--- src/rtl/prbs_err_window.sv ---
// Loss-of-lock detector: counts valid bits in a fixed window and the errors seen in it.
module prbs_err_window #(
  parameter int unsigned WINDOW      = 128,
  parameter int unsigned LOSS_THRESH = 8
) (
  input  logic clk,
  input  logic rst_n,
  input  logic sample,
  input  logic bit_err,
  output logic loss
);

  localparam int unsigned CW = $clog2(WINDOW) + 1;

  logic [CW-1:0] win_bits_q, win_bits_d;
  logic [CW-1:0] win_err_q, win_err_d;

  // Combinational so the caller can drop lock on the edge sampling the threshold error.
  assign loss = sample && bit_err && ((win_err_q + CW'(1)) >= CW'(LOSS_THRESH));

  always_comb begin
    win_bits_d = win_bits_q;
    win_err_d  = win_err_q;
    if (sample) begin
      if (loss || (win_bits_q == CW'(WINDOW - 1))) begin
        win_bits_d = '0;
        win_err_d  = '0;
      end else begin
        win_bits_d = win_bits_q + CW'(1);
        if (bit_err) win_err_d = win_err_q + CW'(1);
      end
    end
  end

  always_ff @(posedge clk or negedge rst_n) begin
    if (!rst_n) begin
      win_bits_q <= '0;
      win_err_q  <= '0;
    end else begin
      win_bits_q <= win_bits_d;
      win_err_q  <= win_err_d;
    end
  end

endmodule

--- config.mk ---
export PLATFORM = sky130hd
export DESIGN_NAME = prbs_err_window
export DESIGN_NICKNAME = d
export VERILOG_FILES = /design/src/rtl/prbs_err_window.sv
export SDC_FILE = /design/constraint.sdc
export NUM_CORES = 1
export LEC_CHECK = 0
export ABC_AREA = 1
export CAP_MARGIN = 10
export CORE_MARGIN = 2
export CORE_UTILIZATION = 50
export DETAILED_ROUTE_END_ITERATION = 12
export PLACE_DENSITY_LB_ADDON = 0.05
export RECOVER_POWER = 50
export SKIP_LAST_GASP = 1
export SLEW_MARGIN = 5
export SYNTH_ARGS = -nofsm -noshare
export SYNTH_HDL_FRONTEND = slang
export SYNTH_SLANG_ARGS = --single-unit
--- constraint.sdc ---
create_clock -name clk -period 1.3 [get_ports clk]
set_input_delay 0.13 -clock clk [delete_from_list [all_inputs] [get_ports clk]]
set_output_delay 0.13 -clock clk [all_outputs]
set_load 0.02 [all_outputs]
==> impl_metrics.ini <==
[global_route]
grt-ovfl-total = 0
grt_pass1_vias = 772
antenna_found_initial = 0
grt_usage_pct = 22.81
grt_pass1_wl_um = 3408
grt_max_degree = 17

[run_status]
outcome = finished, violations left
violations = setup timing

[clocking]
hold_buffers = 0
cts_sinks = 16
cts_tree = built
clockBufferDepth = 2
cts_made_buffers = 3
htreeDepth = 1
clk_pin_slew_ns = 0.10
clk-insertion-delay-late_ns = 0.29
root_buffer = clkbuf_4

[floorplanning]
start_util_pct = 52.59
die_h_um = 46.15
core_mm2 = 0.001689
die_area_mm2 = 0.002130
std_cell_rows = 15
num_io_pins = 5
die_x_um = 46.15

[routing]
first_pass_iters = 4
routed_wl_um = 2062
vias = 850
drc = 0
vias_per_cell = 5.280
ant_nets = 0
wl_per_cell_um = 12.81
drt_iter0_markers = 11

[timing]
fin_crit_sh_pct = 131.6
setup_slack_ns = -0.4114
tightest_slew_ns = 0.8850
fmax_mhz = 584.3
period_needed_ns = 1.711
clock_skew_ns = 0.003080
relSlewSlack_pct = 41.00
setup_viol = 17
rsz0062_at_grt = true
finalHoldViolCount = 0
slew_viol_final = 0

[logic_synthesis]
syn_area_per_cell_um2 = 7.793
yosysTopAreaCell = dfrtp_1
ys.flop_type = dfrtp_1
synth-seq-area-share_pct = 45.07
ys_seq_elements = 16
synth_top_area_share_pct = 45.07
synth-async-reset-ratio_pct = 100.0
syn_inst = 114
synth_area_leaders = dfrtp_1 45%, nand2_1 12%, inv_1 6.3%, nor2_1 5.5%, nand4_1 4.2%
synthesis.nets = 120
yosysWarnings = 0
yosysMostFrequentCell = nand2_1
synth_cell_types = 16
synth_common_cells = 29 x nand2_1, 16 x dfrtp_1, 15 x inv_1
syn_area_um2 = 888.4
synth_edf_count = 0

[placement]
gp_congestion = 0.8584
dpl_cell_area_mm2 = 0.001116
dp_hpwl_um = 1477
dp_worst_setup_slack_ns = -0.5176
port_buffers = 4

[worst_setup_path]
cp_max_fo = 4
end_kind = output pin
required_ns = 1.17
start_kind = register
worstPathArrival_ns = 1.58
cp_slowest_cell = dfrtp_2
crit_chain = ha_4, nand4_1, nand2_1, inv_1, nand2_1, nor2_1, nand2_1, nand2_2, inv_2, buf_6
worstSetupPathType = register to output pin
worst-path-buf-inv = 3
critPathMaxStageDelay_ns = 0.46
crit_top_cell = nand2_1
crit_family = flip-flops

[layout]
nNetsFinal = 151
fill_cells = 124
syn2layout_area_growth_pct = 38.73
design_area_mm2 = 0.001232
n_antenna_cell = 0
layout-drive-gt1-share_pct = 36.11
fin_util_pct = 72.96

[power]
p_per_area_mw_per_mm2 = 1378
p_leak_nw = 0.5795
ir_worst_vdd_mv = 1.077
power_mw = 1.699

[job]
cap_viol_max_count = 0

[hold_path]
hold_class = primary input to async pin
## routing by layer
metal  wire (um)  up-vias  GRT usage (%)
met3          80        2          2.353
met2         947       19          34.72
met5           0        -              0
met4          20        0          6.857
li1            -      427              -
met1        1013      402          33.91
## layout make-up
class / instances / area [um2] / share of cell area, %
clock buffers: 4 / 36.28 / 2.944
flip-flops and latches: 16 / 404.1 / 32.79
multi-input cells: 82 / 504.2 / 40.91
repair buffers: 27 / 210.2 / 17.06
well taps: 17 / 21.27 / 1.726
inverters: 15 / 56.30 / 4.569
## per-stage QoR
stage | TNS (ns) | hold slack (ns) | instances
floorplan | -0.9839 | -0.1656 | 114
global placement | -4.851 | 0.4735 | 153
detailed placement | -5.150 | 0.4710 | 153
CTS | -4.821 | 0.1502 | 160
global route | -7.503 | 0.5805 | 161
finish | -5.473 | 0.4570 | 161
## layout by cell type (no fill, tap or decap), types with 2 or more instances in the layout
cell type and instances:
clkbuf_4 3, buf_4 22, a21oi_2 6, nor2_1 11
xor2_1 3, nand3_2 3, o21ai_1 2, nand2_8 2
nor2_2 4, dfrtp_1 13, nand3_1 4, o21ai_0 2
inv_1 14, nand4_1 6, nand2_2 2, nand2_1 29
dfrtp_2 3, xnor2_1 2, clkdlybuf4s50_1 2
## registers in the layout (all words and copies together), names as in the netlist
signal / count
win_err_q: 8
win_bits_q: 8
## logic make-up (layout without fill, tap and decap cells)
logic type	count (synthesis)	in the layout	synth area share, %
xor+xnor	5	5	4.930
fa+ha+maj	2	2	2.816
simple gates	63	63	33.66
buf+inv	16	46	6.760
flops	16	16	45.07
compound gates	12	12	6.760
## what timing repair did
action                     in CTS  in global routing
setup endpoints to repair      17                 17
buffers inserted                3                  1
gates cloned                    0                  0
pin swaps                       1                  6
gates resized for setup        17                  6
## report_power, final
| part | total, mW | leakage [nW] | internal (mW) | switching (mW) |
|---|---|---|---|---|
| clock network | 0.341 | 0.0210 | 0.171 | 0.170 |
| registers | 0.764 | 0.204 | 0.630 | 0.134 |
| logic | 0.594 | 0.354 | 0.298 | 0.296 |
| total | 1.70 | 0.579 | 1.10 | 0.600 |
## worst paths after layout
check / startpoint / end / slack, ns / cells past startpoint
max: win_err_q[0] / loss / -0.41 / 10
min: rst_n / win_err_q[6] / 0.46 / 2
max reg2reg: win_err_q[0] / win_err_q[5] / -0.38 / 13
min reg2reg: win_bits_q[2] / win_bits_q[2] / 0.56 / 2
max in group asynchronous: rst_n / win_err_q[2] / 0.25 / 2
min in group clk: win_bits_q[2] / win_bits_q[2] / 0.56 / 2
No activity file was read; power rests on OpenSTA's default activity.
